### src/rtl/pipeif_fetch_if.sv
// Instruction-memory request/ready channel between the fetch stage (master) and instruction memory (slave).
interface pipeif_fetch_if;
    logic        req;
    logic [31:0] addr;
    logic        ready;
    logic [31:0] rdata;

    modport master (output req, output addr, input ready, input rdata);
    modport slave  (input req, input addr, output ready, output rdata);
endinterface

### src/rtl/pipeif_fetch.sv
// Instruction-fetch stage: owns the PC, handshakes with instruction memory, and loads the IF/ID register.
// Redirects from ID take effect with one delay slot; a fetch blocked by a stall waits in a skid register.
module pipeif_fetch #(
    parameter logic [31:0] RESET_PC = 32'h0000_0000
) (
    input  logic          clock,
    input  logic          resetn,
    input  logic          stall,
    input  logic [1:0]    pcsource,
    input  logic [31:0]   bpc,
    input  logic [31:0]   rpc,
    input  logic [31:0]   jpc,
    pipeif_fetch_if.master imem,
    output logic [31:0]   pc,
    output logic          dvalid,
    output logic [31:0]   dinst,
    output logic [31:0]   dpc4
);
    localparam int unsigned XLEN = 32;

    localparam logic [1:0] IDLE = 2'b00;
    localparam logic [1:0] REQ  = 2'b01;
    localparam logic [1:0] FULL = 2'b10;

    logic [1:0]      state, state_n;
    logic            req_q, req_n;
    logic [XLEN-1:0] pc_n, dinst_n, dpc4_n, rtgt, rtgt_n, sk_inst, sk_inst_n, sk_pc4, sk_pc4_n;
    logic            dvalid_n, rpend, rpend_n;

    logic            done, consume, redir;
    logic [XLEN-1:0] pc4, tgt;

    assign done    = req_q & imem.ready;
    assign consume = ~stall | ~dvalid;
    assign redir   = dvalid & ~stall & (pcsource != 2'b00);
    assign pc4     = pc + XLEN'(4);

    always_comb begin
        tgt = pc4;
        case (pcsource)
            2'b01:   tgt = bpc;
            2'b10:   tgt = rpc;
            2'b11:   tgt = jpc;
            default: tgt = pc4;
        endcase
    end

    // Next-state and next-register logic; everything holds unless a case below updates it.
    always_comb begin
        state_n   = state;
        pc_n      = pc;
        dvalid_n  = dvalid;
        dinst_n   = dinst;
        dpc4_n    = dpc4;
        rpend_n   = rpend;
        rtgt_n    = rtgt;
        sk_inst_n = sk_inst;
        sk_pc4_n  = sk_pc4;

        case (state)
            IDLE: state_n = REQ;
            REQ: begin
                if (done) begin
                    // Newest redirect wins over a pending one.
                    pc_n    = redir ? tgt : (rpend ? rtgt : pc4);
                    rpend_n = 1'b0;
                    if (consume) begin
                        dinst_n  = imem.rdata;
                        dpc4_n   = pc4;
                        dvalid_n = 1'b1;
                    end else begin
                        sk_inst_n = imem.rdata;
                        sk_pc4_n  = pc4;
                        state_n   = FULL;
                    end
                end else begin
                    if (redir) begin
                        rtgt_n  = tgt;
                        rpend_n = 1'b1;
                    end
                    if (consume) begin
                        dvalid_n = 1'b0;
                        dinst_n  = '0;
                    end
                end
            end
            FULL: begin
                if (!stall) begin
                    dinst_n  = sk_inst;
                    dpc4_n   = sk_pc4;
                    dvalid_n = 1'b1;
                    state_n  = REQ;
                    if (redir) pc_n = tgt;
                end
            end
            default: state_n = IDLE;
        endcase

        req_n = (state_n == REQ);
    end

    always_ff @(posedge clock or negedge resetn) begin
        if (!resetn) begin
            state   <= IDLE;
            req_q   <= 1'b0;
            pc      <= RESET_PC;
            dvalid  <= 1'b0;
            dinst   <= '0;
            dpc4    <= '0;
            rpend   <= 1'b0;
            rtgt    <= '0;
            sk_inst <= '0;
            sk_pc4  <= '0;
        end else begin
            state   <= state_n;
            req_q   <= req_n;
            pc      <= pc_n;
            dvalid  <= dvalid_n;
            dinst   <= dinst_n;
            dpc4    <= dpc4_n;
            rpend   <= rpend_n;
            rtgt    <= rtgt_n;
            sk_inst <= sk_inst_n;
            sk_pc4  <= sk_pc4_n;
        end
    end

    assign imem.req  = req_q;
    assign imem.addr = pc;
endmodule

### src/flat_wrapper.sv
// flat-port wrapper written by rule: the top's interface ports become plain ports
module pipeif_fetch_flat 
#(
    parameter logic [31:0] RESET_PC = 32'h0000_0000
)
  (clock, resetn, stall, pcsource, bpc, rpc, jpc, pc, dvalid, dinst, dpc4, imem_req, imem_addr, imem_ready, imem_rdata);
  pipeif_fetch_if imem_i ();
  input  logic clock;
  input  logic resetn;
  input  logic stall;
  input  logic [1:0] pcsource;
  input  logic [31:0] bpc;
  input  logic [31:0] rpc;
  input  logic [31:0] jpc;
  output logic [31:0] pc;
  output logic dvalid;
  output logic [31:0] dinst;
  output logic [31:0] dpc4;
  output wire logic [$bits(imem_i.req)-1:0] imem_req;
  output wire logic [$bits(imem_i.addr)-1:0] imem_addr;
  input wire logic [$bits(imem_i.ready)-1:0] imem_ready;
  input wire logic [$bits(imem_i.rdata)-1:0] imem_rdata;
  assign imem_req = imem_i.req;
  assign imem_addr = imem_i.addr;
  assign imem_i.ready = imem_ready;
  assign imem_i.rdata = imem_rdata;
  pipeif_fetch #(.RESET_PC(RESET_PC)) u_core (.clock(clock), .resetn(resetn), .stall(stall), .pcsource(pcsource), .bpc(bpc), .rpc(rpc), .jpc(jpc), .imem(imem_i), .pc(pc), .dvalid(dvalid), .dinst(dinst), .dpc4(dpc4));
endmodule
### config.mk
export PLATFORM = sky130hd
export DESIGN_NAME = pipeif_fetch_flat
export DESIGN_NICKNAME = d
export VERILOG_FILES = /design/src/rtl/pipeif_fetch_if.sv /design/src/rtl/pipeif_fetch.sv /design/src/flat_wrapper.sv
export SDC_FILE = /design/constraint.sdc
export NUM_CORES = 1
export LEC_CHECK = 0
export BUFFER_PORTS_ARGS = -buffer_cell sky130_fd_sc_hd__buf_4
export CAP_MARGIN = 20
export CORE_MARGIN = 5
export CORE_UTILIZATION = 40
export CTS_BUF_LIST = sky130_fd_sc_hd__clkbuf_8
export CTS_CLUSTER_SIZE = 20
export DETAILED_ROUTE_END_ITERATION = 16
export PLACE_DENSITY = 0.63
export SLEW_MARGIN = 20
export SYNTH_ARGS = -nofsm -noshare
export SYNTH_HDL_FRONTEND = slang
export SYNTH_SLANG_ARGS = --single-unit
### constraint.sdc
create_clock -name clock -period 3.6 [get_ports clock]
set_clock_uncertainty 0.2 [all_clocks]
set_input_delay 0.54 -clock clock [delete_from_list [all_inputs] [get_ports clock]]
set_output_delay 0.54 -clock clock [all_outputs]
set_load 0.01 [all_outputs]
==> impl_metrics.yaml <==
route:
  vias: 8376
  wirelength_mm: 29.6
  drc: 0
  drt_first_pass_iters: 5
  wire_per_inst_um: 19.2
  ant_nets: 0
  viasPerCell: 5.44
  drtIter0Drc: 814
power_and_ir_drop:
  sequentialPowerShare_pct: 39.6
  peakVddDrop_mv: 0.290
  pwr_density_cell_nw_per_um2: 847
  clockPowerShare_pct: 14.3
  leakagePower_nw: 5.65
  p_int_w: 0.00628
  combPwrFrac_pct: 46.2
  switching_power_w: 0.00432
  swShare_pct: 40.8
cts:
  clk_path_buf_depth: 2
  cts_inserted_buffers: 17
  post-cts-setup-buffer-count: 0
  postCtsResizedCells: 0
  postCtsHoldBufs: 1
  path_clk_slew_ns: 0.11
  insertion_delay_ns: 0.47
  cts_sinks: 197
  cts_tree: "built"
  htreeDepth: 4
  root_buffer: "clkbuf_8"
sta:
  final-hold-violation-count: 0
  slew_headroom_pct: 36.8
  fin_tns_setup_ns: 0
  min_period_ns: 2.88
  rsz0062_at_grt: "false"
  setup_violations: 0
  clock.fmax_mhz: 348
  fin_crit_sh_pct: 79.9
  worst_pin_slew_ns: 0.944
  final_max_slew_viol_count: 0
layout:
  multi_input_area_um2: 4490
  final_cell_mix: "buf_4 (280), dfrtp_1 (197), nand2_1 (103)"
  fill_cells: 2288
  areaGrowthSynthToFinish_pct: 25.4
  layout_commonest_cell: "buf_4"
  layout.cells.non_filler: 1540
  n_antenna_cell: 0
  nets: 1338
  seq_area_um2: 4930
  final_layout_size_suffix_gt1_share_pct: 33.0
worst_setup_path:
  crit_fanout: 9
  crit_type: "flop to flop"
  worstPathRequired_ns: 3.75
  worstReg2RegStart: "u_core.imem.addr[2]"
  cp-startpoint: "u_core.imem.addr[2]"
  arrival_ns: 3.02
  cp-end-kind: "flop"
  critPathLaunchType: "flop"
run_status:
  status: "completed"
yosys:
  yosysWarnings: 0
  synth_area_leader_cell: "dfrtp_1"
  syn-num-nets: 1143
  synthCells: 1008
  synth_top_area_share_pct: 49.4
  ys.flop_type: "dfrtp_1"
  avgSynthCellArea_um2: 9.89
  synth_sequential_area_ratio_pct: 49.4
  ys_ff_latch: 197
  ys_types: 64
  synth_area_um2: 9970
  synth.area.top_cells: "dfrtp_1 (49%), mux2_2 (7.2%), o21ai_0 (4.3%), nand2_1 (3.9%), a22oi_1 (3.3%)"
  synthArstFlopShare_pct: 100
  synth-edff-count: 0
floorplan:
  die_width_um: 168
  fp.coreArea_um2: 24500
  num_rows: 57
  io_pins: 264
  initial_core_util_pct: 40.8
  die-area_um2: 28200
  die-height_um: 168
place:
  port_buffers: 263
  dp_hpwl_mm: 21.7
  dp_cells: 1507
  gp_congestion: 0.840
global_routing:
  antenna_found_initial: 0
  grt_pass1_wl_mm: 47.2
  grt_start_max_net_pins: 79
  grt_usage_pct: 20.8
  grt_overflow: 0
  first_global_vias: 8300
job:
  cap_violations: 0
worst_hold_path:
  worstHoldPathType: "input pin to flop"
  holdCritStartpoint: "imem_rdata[9]"
==> registers in the layout (all words and copies together), names as in the netlist <==
name and cells:
u_core.sk_pc4 32, u_core.rtgt 32, u_core.sk_inst 32, u_core.state 2
u_core.rpend 1, u_core.dvalid 1, u_core.dinst 32, u_core.dpc4 32
u_core.imem.addr 32, u_core.imem.req 1
==> cell type report <==
| class | instances | share of cell area, % |
|---|---|---|
| clock buffer | 22 | 2.42 |
| clock inverter | 10 | 0.951 |
| inverter | 7 | 0.210 |
| multi-input combinational | 693 | 35.9 |
| sequential | 197 | 39.4 |
| tap | 324 | 3.24 |
| timing repair buffer | 287 | 17.8 |
==> power groups by stage <==
stage | combinational (W) | sequential (W) | clock (W)
4_1_cts | 0.00494 | 0.00419 | 0.00154
5_1_grt | 0.00541 | 0.00435 | 0.00164
2_1_floorplan | 0.00290 | 0.00417 | 0
3_5_place_dp | 0.00493 | 0.00424 | 0
3_3_place_gp | 0.00483 | 0.00420 | 0
6_report | 0.00489 | 0.00419 | 0.00151
==> worst max-delay path, stage by stage, from the launching register on <==
cell     delay [ns]
dfrtp_1        0.55
ha_1           0.30
nand3_1        0.24
nor3_1         0.40
xor2_1         0.19
mux4_2         0.50
a221o_2        0.36
==> worst paths after layout <==
path | to | depth (start not counted) | slack [ns]
max in group asynchronous | u_core.sk_pc4[0] | 3 | 1.93
hold / removal | u_core.sk_inst[9] | 2 | 0.11
min in group asynchronous | u_core.dinst[25] | 2 | 0.48
setup reg to reg | u_core.imem.addr[10] | 6 | 0.72
hold reg to reg | u_core.rtgt[17] | 2 | 0.29
setup / recovery | u_core.imem.addr[10] | 6 | 0.72
==> routing by layer <==
| layer | wire [um] | track usage (%) | vias up |
|---|---|---|---|
| li1 | - | - | 3993 |
| met1 | 13700 | 30.2 | 4022 |
| met2 | 13400 | 32.2 | 342 |
| met3 | 2210 | 4.92 | 19 |
| met4 | 346 | 4.30 | 0 |
| met5 | 0 | 0 | - |
==> through the flow <==
| stage | utilization [%] | hold WS, ns | instance area, um^2 | power (W) | worst slack (ns) |
|---|---|---|---|---|---|
| floorplan | - | 0.0444 | 9970 | 0.00707 | 1.09 |
| finish | 51.1 | 0.113 | 12500 | 0.0106 | 0.724 |
| detailed placement | 49.3 | 0.262 | 12100 | 0.00917 | 0.813 |
| global placement | 49.3 | 0.254 | 12100 | 0.00903 | 0.923 |
| global route | 51.1 | 0.0726 | 12500 | 0.0114 | 0.564 |
| CTS | 51.1 | 0.0757 | 12500 | 0.0107 | 0.790 |
==> synth_stat cells, types with 6 or more instances <==
cell type / instances
dfrtp_1: 197
nand2_1: 103
nor2_1: 87
o21ai_0: 86
clkbuf_1: 64
mux2_2: 64
a21oi_1: 63
a22oi_1: 44
buf_4: 37
nand3_1: 35
mux2i_1: 21
o211ai_1: 18
xor2_1: 18
nor3_1: 15
o221ai_1: 10
nand2b_1: 8
nand4_1: 8
xnor2_1: 8
a31oi_1: 7
mux4_2: 7
inv_1: 6
o22ai_1: 6
==> kinds of logic (layout without fill, tap and decap cells) <==
group | after synthesis | after routing | synth area share (%)
mux | 92 | 92 | 10.9
xor+xnor | 26 | 26 | 2.28
fa+ha+maj | 1 | 1 | 0.125
compound gates | 284 | 284 | 18.2
buf+inv | 118 | 326 | 6.02
simple gates | 290 | 290 | 13.1
flops | 197 | 197 | 49.4
No activity file was read; power rests on OpenSTA's default activity.
